## src/rtl/rv32_muldiv_unit_if.sv

```systemverilog
// Request/response bundle between the execute stage and the iterative RV32M unit.
// The execute stage is the master; the multiply/divide unit is the slave.
interface rv32_muldiv_unit_if #(
  parameter int XLEN = 32
);
  logic            flush;
  logic            in_valid;
  logic            in_ready;
  logic [2:0]      op;
  logic [XLEN-1:0] op1;
  logic [XLEN-1:0] op2;
  logic            busy;
  logic            out_valid;
  logic [XLEN-1:0] result;

  modport master (
    output flush, in_valid, op, op1, op2,
    input  in_ready, busy, out_valid, result
  );

  modport slave (
    input  flush, in_valid, op, op1, op2,
    output in_ready, busy, out_valid, result
  );
endinterface

```

## src/rtl/rv32_muldiv_unit.sv

```systemverilog
// Iterative RV32M multiply/divide: radix-2^B shift-add multiply and restoring divide
// on operand magnitudes, with sign fix-up and single-cycle special-case bypass.
module rv32_muldiv_unit #(
  parameter int XLEN           = 32,
  parameter int BITS_PER_CYCLE = 1
) (
  input  logic              clk,
  input  logic              resetn,
  rv32_muldiv_unit_if.slave bus
);
  localparam int B     = BITS_PER_CYCLE;
  localparam int N     = XLEN / B;
  localparam int CNT_W = (N > 1) ? $clog2(N) : 1;
  localparam int MW    = XLEN + B;

  if (!((B == 1) || (B == 2) || (B == 4)) || (XLEN % B != 0)) begin : g_param_check
    $error("rv32_muldiv_unit: BITS_PER_CYCLE must be 1, 2 or 4 and divide XLEN");
  end

  typedef enum logic [1:0] {IDLE, CALC, FIX, DONE} state_t;

  state_t            state_reg, state_next;
  logic [CNT_W-1:0]  cnt_reg;
  logic [2:0]        op_reg;
  logic              neg_q_reg, neg_r_reg;
  logic [XLEN-1:0]   hi_reg, lo_reg, den_reg, result_reg;

  logic              accept, op1_signed, op2_signed, sign1, sign2;
  logic              div_zero, div_ovf, special;
  logic [XLEN-1:0]   op1_mag, op2_mag, special_res;

  assign accept     = bus.in_valid && (state_reg == IDLE) && !bus.flush;
  assign op1_signed = (bus.op == 3'd1) || (bus.op == 3'd2) || (bus.op == 3'd4) || (bus.op == 3'd6);
  assign op2_signed = (bus.op == 3'd1) || (bus.op == 3'd4) || (bus.op == 3'd6);
  assign sign1      = op1_signed && bus.op1[XLEN-1];
  assign sign2      = op2_signed && bus.op2[XLEN-1];
  assign op1_mag    = sign1 ? -bus.op1 : bus.op1;
  assign op2_mag    = sign2 ? -bus.op2 : bus.op2;

  // Divide-by-zero and signed overflow have fixed answers and skip CALC/FIX.
  assign div_zero    = bus.op[2] && (bus.op2 == '0);
  assign div_ovf     = bus.op[2] && !bus.op[0] && (bus.op1 == {1'b1, {(XLEN-1){1'b0}}}) && (bus.op2 == '1);
  assign special     = div_zero || div_ovf;
  assign special_res = div_zero ? (bus.op[1] ? bus.op1 : '1) : (bus.op[1] ? '0 : bus.op1);

  // Multiply step: add multiplicand times the low B multiplier bits, shift right by B.
  logic [MW-1:0] mul_sum;
  assign mul_sum = MW'(hi_reg) + MW'(den_reg) * MW'(lo_reg[B-1:0]);

  // Divide step: B restoring iterations chained combinationally.
  logic [XLEN-1:0] div_hi, div_lo;
  logic [XLEN:0]   div_shift, div_diff;
  logic            div_fit;
  always_comb begin
    div_hi    = hi_reg;
    div_lo    = lo_reg;
    div_shift = '0;
    div_diff  = '0;
    div_fit   = 1'b0;
    for (int i = 0; i < B; i++) begin
      div_shift = {div_hi, div_lo[XLEN-1]};
      div_diff  = div_shift - {1'b0, den_reg};
      div_fit   = (div_shift >= {1'b0, den_reg});
      div_hi    = div_fit ? div_diff[XLEN-1:0] : div_shift[XLEN-1:0];
      div_lo    = {div_lo[XLEN-2:0], div_fit};
    end
  end

  logic [2*XLEN-1:0] prod_fix;
  logic [XLEN-1:0]   quo_fix, rem_fix, fix_res;
  assign prod_fix = neg_q_reg ? -{hi_reg, lo_reg} : {hi_reg, lo_reg};
  assign quo_fix  = neg_q_reg ? -lo_reg : lo_reg;
  assign rem_fix  = neg_r_reg ? -hi_reg : hi_reg;
  assign fix_res  = op_reg[2] ? (op_reg[1] ? rem_fix : quo_fix)
                  : ((op_reg[1:0] == 2'd0) ? prod_fix[XLEN-1:0] : prod_fix[2*XLEN-1:XLEN]);

  always_comb begin
    state_next = state_reg;
    case (state_reg)
      IDLE:    if (accept) state_next = special ? DONE : CALC;
      CALC:    if (cnt_reg == '0) state_next = FIX;
      FIX:     state_next = DONE;
      DONE:    state_next = IDLE;
      default: state_next = IDLE;
    endcase
    if (bus.flush) state_next = IDLE;
  end

  always_ff @(posedge clk) begin
    if (!resetn) begin
      state_reg  <= IDLE;
      cnt_reg    <= '0;
      op_reg     <= '0;
      neg_q_reg  <= 1'b0;
      neg_r_reg  <= 1'b0;
      hi_reg     <= '0;
      lo_reg     <= '0;
      den_reg    <= '0;
      result_reg <= '0;
    end else begin
      state_reg <= state_next;
      case (state_reg)
        IDLE: if (accept) begin
          op_reg    <= bus.op;
          neg_q_reg <= sign1 ^ sign2;
          neg_r_reg <= sign1;
          hi_reg    <= '0;
          lo_reg    <= op1_mag;
          den_reg   <= op2_mag;
          cnt_reg   <= CNT_W'(N - 1);
          if (special) result_reg <= special_res;
        end
        CALC: begin
          {hi_reg, lo_reg} <= op_reg[2] ? {div_hi, div_lo} : {mul_sum, lo_reg[XLEN-1:B]};
          if (cnt_reg != '0) cnt_reg <= cnt_reg - CNT_W'(1);
        end
        FIX: if (!bus.flush) result_reg <= fix_res;
        default: ;
      endcase
    end
  end

  assign bus.in_ready  = resetn && (state_reg == IDLE);
  assign bus.busy      = (state_reg != IDLE);
  assign bus.out_valid = (state_reg == DONE);
  assign bus.result    = result_reg;
endmodule

```

## src/flat_wrapper.sv

```systemverilog
// flat-port wrapper written by rule: the top's interface ports become plain ports
module rv32_muldiv_unit_flat 
#(
  parameter int XLEN           = 32,
  parameter int BITS_PER_CYCLE = 1
)
  (clk, resetn, bus_flush, bus_in_valid, bus_op, bus_op1, bus_op2, bus_in_ready, bus_busy, bus_out_valid, bus_result);
  rv32_muldiv_unit_if #(.XLEN(XLEN)) bus_i ();
  input  logic clk;
  input  logic resetn;
  input wire logic [$bits(bus_i.flush)-1:0] bus_flush;
  input wire logic [$bits(bus_i.in_valid)-1:0] bus_in_valid;
  input wire logic [$bits(bus_i.op)-1:0] bus_op;
  input wire logic [$bits(bus_i.op1)-1:0] bus_op1;
  input wire logic [$bits(bus_i.op2)-1:0] bus_op2;
  output wire logic [$bits(bus_i.in_ready)-1:0] bus_in_ready;
  output wire logic [$bits(bus_i.busy)-1:0] bus_busy;
  output wire logic [$bits(bus_i.out_valid)-1:0] bus_out_valid;
  output wire logic [$bits(bus_i.result)-1:0] bus_result;
  assign bus_i.flush = bus_flush;
  assign bus_i.in_valid = bus_in_valid;
  assign bus_i.op = bus_op;
  assign bus_i.op1 = bus_op1;
  assign bus_i.op2 = bus_op2;
  assign bus_in_ready = bus_i.in_ready;
  assign bus_busy = bus_i.busy;
  assign bus_out_valid = bus_i.out_valid;
  assign bus_result = bus_i.result;
  rv32_muldiv_unit #(.XLEN(XLEN), .BITS_PER_CYCLE(BITS_PER_CYCLE)) u_core (.clk(clk), .resetn(resetn), .bus(bus_i));
endmodule
```

## config.mk

```make
export PLATFORM = sky130hd
export DESIGN_NAME = rv32_muldiv_unit_flat
export DESIGN_NICKNAME = d
export VERILOG_FILES = /design/src/rtl/rv32_muldiv_unit_if.sv /design/src/rtl/rv32_muldiv_unit.sv /design/src/flat_wrapper.sv
export SDC_FILE = /design/constraint.sdc
export NUM_CORES = 1
export LEC_CHECK = 0
export ABC_AREA = 1
export CORE_MARGIN = 3
export CORE_UTILIZATION = 45
export CTS_BUF_LIST = sky130_fd_sc_hd__clkbuf_16
export DETAILED_ROUTE_END_ITERATION = 10
export PLACE_DENSITY_LB_ADDON = 0.1
export SLEW_MARGIN = 20
export SYNTH_ARGS = -nofsm -noshare
export SYNTH_HDL_FRONTEND = slang
export SYNTH_SLANG_ARGS = --single-unit
export TNS_END_PERCENT = 100
```

## constraint.sdc

```tcl
create_clock -name clk -period 8 [get_ports clk]
set_input_delay 1.2 -clock clk [delete_from_list [all_inputs] [get_ports clk]]
set_output_delay 1.2 -clock clk [all_outputs]
set_load 0.05 [all_outputs]
```

==> results summary <==
The run finished with clean final reports. The async set-reset flop share out of synthesis came out at 0%. The number of standard-cell rows in the floorplan is between 70 and 80. The final clock period utilization by the worst path came out at between 50% and 60%.

In this run the biggest area consumer among cell types represents 20.0% of the synthesized area. The depth of the CTS H-tree is 4. The register-to-register setup slack came out at roughly 4 ns.

OpenSTA, run right after detailed placement, puts the worst setup slack at between 3 and 4 ns. Of the total synthesized cell area, the portion taken by XOR and XNOR cells is roughly 3.6%. STA classifies the critical path startpoint as an input port. After layout, the worst setup slack is 3.66 ns. The fraction of synthesized area in multiplexers came out at 0%. At the end of the flow, the number of nets in the layout was ~3400. The global-route track usage on met1 is between 50% and 60%.

The gate count after technology mapping came out at about 3200. The largest stage delay on the critical path is about 0.94 ns. In this run the worst path has a maximum fanout of about 50. The total half-perimeter wirelength after legalization and detailed placement came out at between 60 and 70 mm. TritonCTS built the clock tree. Walking the worst path, the cells encountered are clkdlybuf4s50_1, inv_1, nand3_2, inv_1, nor2_1, a21oi_1, nand2_4, clkinv_4, o21ai_0, a21oi_1. The critical path class is in2reg. Yosys attributes the largest share of cell area to sky130_fd_sc_hd__nand2_1, sky130_fd_sc_hd__dfxtp_1, sky130_fd_sc_hd__nand3_1. The number of nets still failing antenna checks after routing is 0. The count of flip-flops with a built-in enable after synthesis is 0. Once the floorplan was initialized, standard cells occupied a little under half of the core. The layer flagged by global routing as most heavily used is met1. Max-cap violations in this run came to 0. By count the netlist is led by sky130_fd_sc_hd__nand2_1, sky130_fd_sc_hd__inv_1, sky130_fd_sc_hd__nor2_1. The iteration-0 DRC count of the detailed router came out at ~3000. During synthesis, Yosys emitted a total of 0 warnings. The total core area is ~38000 um2.

The worst-case reg-to-reg path depth came out at 10. The worst setup path is captured at a flip-flop. The total wirelength of the detailed-routed design came out at 76.5 mm. The average vias per placed instance is between 5 and 6. The combined area of all synthesized cells is 17300 um2. The count of state elements after synthesis came out at 140.

The global-route usage over all layers is a little over a third. The x dimension of the die is 202 um. The tightest slew margin relative to the limit came out at 30.2%.

The worst hold path begins at u_core.bus.result[25]$_SDFFE_PN0P_. The number of remaining DRC errors is 0. Clock-pin slew was measured on the worst setup and hold paths at around 0.07 ns. The die area is between 40000 and 50000 um2. The endpoint identified for the worst register-to-register timing path is u_core.bus.result[8]$_SDFFE_PN0P_.

The dominant combinational cell family by area after synthesis is simple AND/OR/NAND/NOR gates. The maximum ir drop on the vdd rail is 0.131 mV. The global-route track usage on met2 is slightly above 50%.

The total global routing overflow is 0. At the pin with the least slew margin, the transition time is around 1.0 ns. In this run the worst hold path is classified as reg2reg. For this run, the detailed router's first-pass iteration total came to 6. The number of buffers added on ports came out at between 100 and 150.

The number of nets in the synthesized netlist is around 3400. Of the total synthesized cell area, the portion taken by full adders, half adders and majority gates is approximately 5.7%. The number of instances resized during post-cts repair is 0. The floorplan step set the die height to between 200 and 250 um. The standard cell with the maximum stage delay on the critical path is sky130_fd_sc_hd__inv_1. The worst setup skew after layout came out at 0.0118 ns. The leakage component of the power is between 9 and 10 nW.

The number of global-route vias before repair is about 20000. The area growth from synthesis to layout is 11.0%. The number of pins with negative max-slew slack in the final report came to 0. The required time of the critical path came out at ~8.4 ns. The final hold violation count came to 0. The distinct cell type count of the synthesized netlist came out at 47. The number of buffers added for setup after CTS is 0. The routed wire length per instance is between 20 and 25 um.

The number of placed instances, taps included is around 3700. The maximum root-to-sink buffer count is 2. The area share of and/or/nand/nor cells after synthesis came out at 43.7%. The launch instance of the worst register-to-register path is u_core.state_reg[0]$_SDFFE_PP0P_. The mean cell area of the mapped netlist is about 5.3 um2. The first global-routing pass estimated between 100 and 150 mm of wire. The number of sinks handled by clock tree synthesis is between 100 and 150. Clock tree synthesis selected as its root buffer the cell sky130_fd_sc_hd__clkbuf_16.

The final critical path time including I/O delays and setup came out at around 4.3 ns. Static timing analysis puts the maximum clock frequency at roughly 230 MHz. Summed over all instances, the cell type with the most area after synthesis is sky130_fd_sc_hd__nand2_1. The arrival time reported for the critical path endpoint came out at between 4 and 5 ns.

The number of standard cells in the final layout excluding fillers is between 3000 and 4000. The layout has approximately 4200 filler cells. Hold timing on the final database bottoms out at a slack of around 0.47 ns. Setup repair after global routing left no endpoint under its margin. The path with the worst hold slack has its endpoint at u_core.bus.result[25]$_SDFFE_PN0P_. The maximum number of pins on one net before global-route repair is 73. For this design the ratio of total power to cell area is 130 nW/um2. The sequential element share of the synthesized area came out at 16.2%.

The total vias in the final route is between 20000 and 25000. The initial antenna violation count came out at 1. The cell count of the worst hold path came out at 2. Setup violations remaining at the end of the flow were counted as 0. For this design, the CTS-stage hold fixing added 0 buffers. In the post-synthesis netlist, the cell with the most instances is sky130_fd_sc_hd__nand2_1.

After routing, the total negative slack on setup checks comes to 0 ns. The primary flip-flop cell chosen by synthesis mapping is sky130_fd_sc_hd__dfxtp_1. The repair_antennas step left the layout with diodes totalling 0.

The placer congestion estimate came out at roughly 1.0. The clock latency reported for the late side of the worst-skew pair came out at 0.46 ns. Of the cells placed in the final design, the portion with a size suffix greater than 1 is around 3.2%. TritonCTS created 17 clock buffers. The met3 global-route usage came out at around 10%.

The total I/O pin count came out at between 100 and 150. The synthesized-area fraction occupied by ao, oa, aoi and oai cells came out at roughly a fifth.
-- critical path, delay by kind of cell --
family                 cells  cell delay (ns)
AO/OA/AOI/OAI              3             0.54
buffers and inverters      4             1.72
AND/OR/NAND/NOR            3             1.23
-- cell type report --
type / instances / area [um2] / share of cell area [%]
sequential: 140 / 2810 / 14.6
clock inverter: 15 / 170 / 0.888
timing repair buffer: 121 / 1170 / 6.08
inverter: 422 / 1590 / 8.29
tap: 511 / 639 / 3.34
multi-input combinational: 2552 / 12400 / 64.5
clock buffer: 17 / 425 / 2.22
-- layout by cell type (no fill, tap or decap), types with 7 or more instances in the layout --
master                            instances
sky130_fd_sc_hd__a21oi_1                246
sky130_fd_sc_hd__o21bai_1                11
sky130_fd_sc_hd__dfxtp_1                138
sky130_fd_sc_hd__nor2_2                   8
sky130_fd_sc_hd__inv_2                   11
sky130_fd_sc_hd__ha_1                    74
sky130_fd_sc_hd__o211ai_1                23
sky130_fd_sc_hd__inv_1                  408
sky130_fd_sc_hd__o21ai_1                  7
sky130_fd_sc_hd__clkbuf_16               17
sky130_fd_sc_hd__or2_2                   11
sky130_fd_sc_hd__a31oi_1                 38
sky130_fd_sc_hd__nor3_1                  29
sky130_fd_sc_hd__xnor2_1                 14
sky130_fd_sc_hd__nand4_1                 45
sky130_fd_sc_hd__clkdlybuf4s50_1        104
sky130_fd_sc_hd__o21ai_0                266
sky130_fd_sc_hd__nand3_1                348
sky130_fd_sc_hd__buf_4                   16
sky130_fd_sc_hd__nor2_1                 396
sky130_fd_sc_hd__nand2_1                922
sky130_fd_sc_hd__nand3b_1                11
sky130_fd_sc_hd__xor2_1                  56
-- metal layers --
layer | wire [um] | up-vias
met5 | 18 | -
met4 | 2240 | 2
met3 | 9610 | 144
met2 | 30300 | 1247
met1 | 34400 | 10100
li1 | - | 10500
-- through the flow --
stage / area (um2) / utilization [%] / power [mW]
3_3_place_gp: 18600 / 49.2 / 1.61
2_1_floorplan: 17300 / - / 1.33
4_1_cts: 19200 / 50.8 / 2.46
6_report: 19200 / 50.8 / 2.49
3_5_place_dp: 18600 / 49.2 / 1.62
5_1_grt: 19200 / 50.8 / 2.60
-- cells by family after synthesis --
| logic type | after synthesis |
|---|---|
| xor gates and xnor gates | 70 |
| AOI/OAI and AO/OA | 607 |
| adders and majority gates | 77 |
| and+or+nand+nor | 1798 |
| buffers and inverters | 550 |
| DFF | 140 |
-- worst max-delay path by stage --
stage	startpoint	end	slack, ns	cells after the start
floorplan	resetn	bus_in_ready	5.01	3
global placement	bus_flush	u_core.bus.result[0]$_SDFFE_PN0P_	3.38	12
detailed placement	bus_flush	u_core.bus.result[29]$_SDFFE_PN0P_	3.24	11
CTS	bus_flush	u_core.bus.result[8]$_SDFFE_PN0P_	3.71	10
global route	bus_flush	u_core.bus.result[8]$_SDFFE_PN0P_	3.29	10
finish	bus_flush	u_core.bus.result[8]$_SDFFE_PN0P_	3.66	10
-- power breakdown --
| part | switching [mW] | leakage [nW] | internal (mW) |
|---|---|---|---|
| Clock | 0.400 | 0.291 | 0.445 |
| Sequential | 0.0500 | 1.14 | 0.728 |
| Combinational | 0.608 | 7.98 | 0.255 |
| Total | 1.06 | 9.41 | 1.43 |
(Power assumes the default switching activity.)
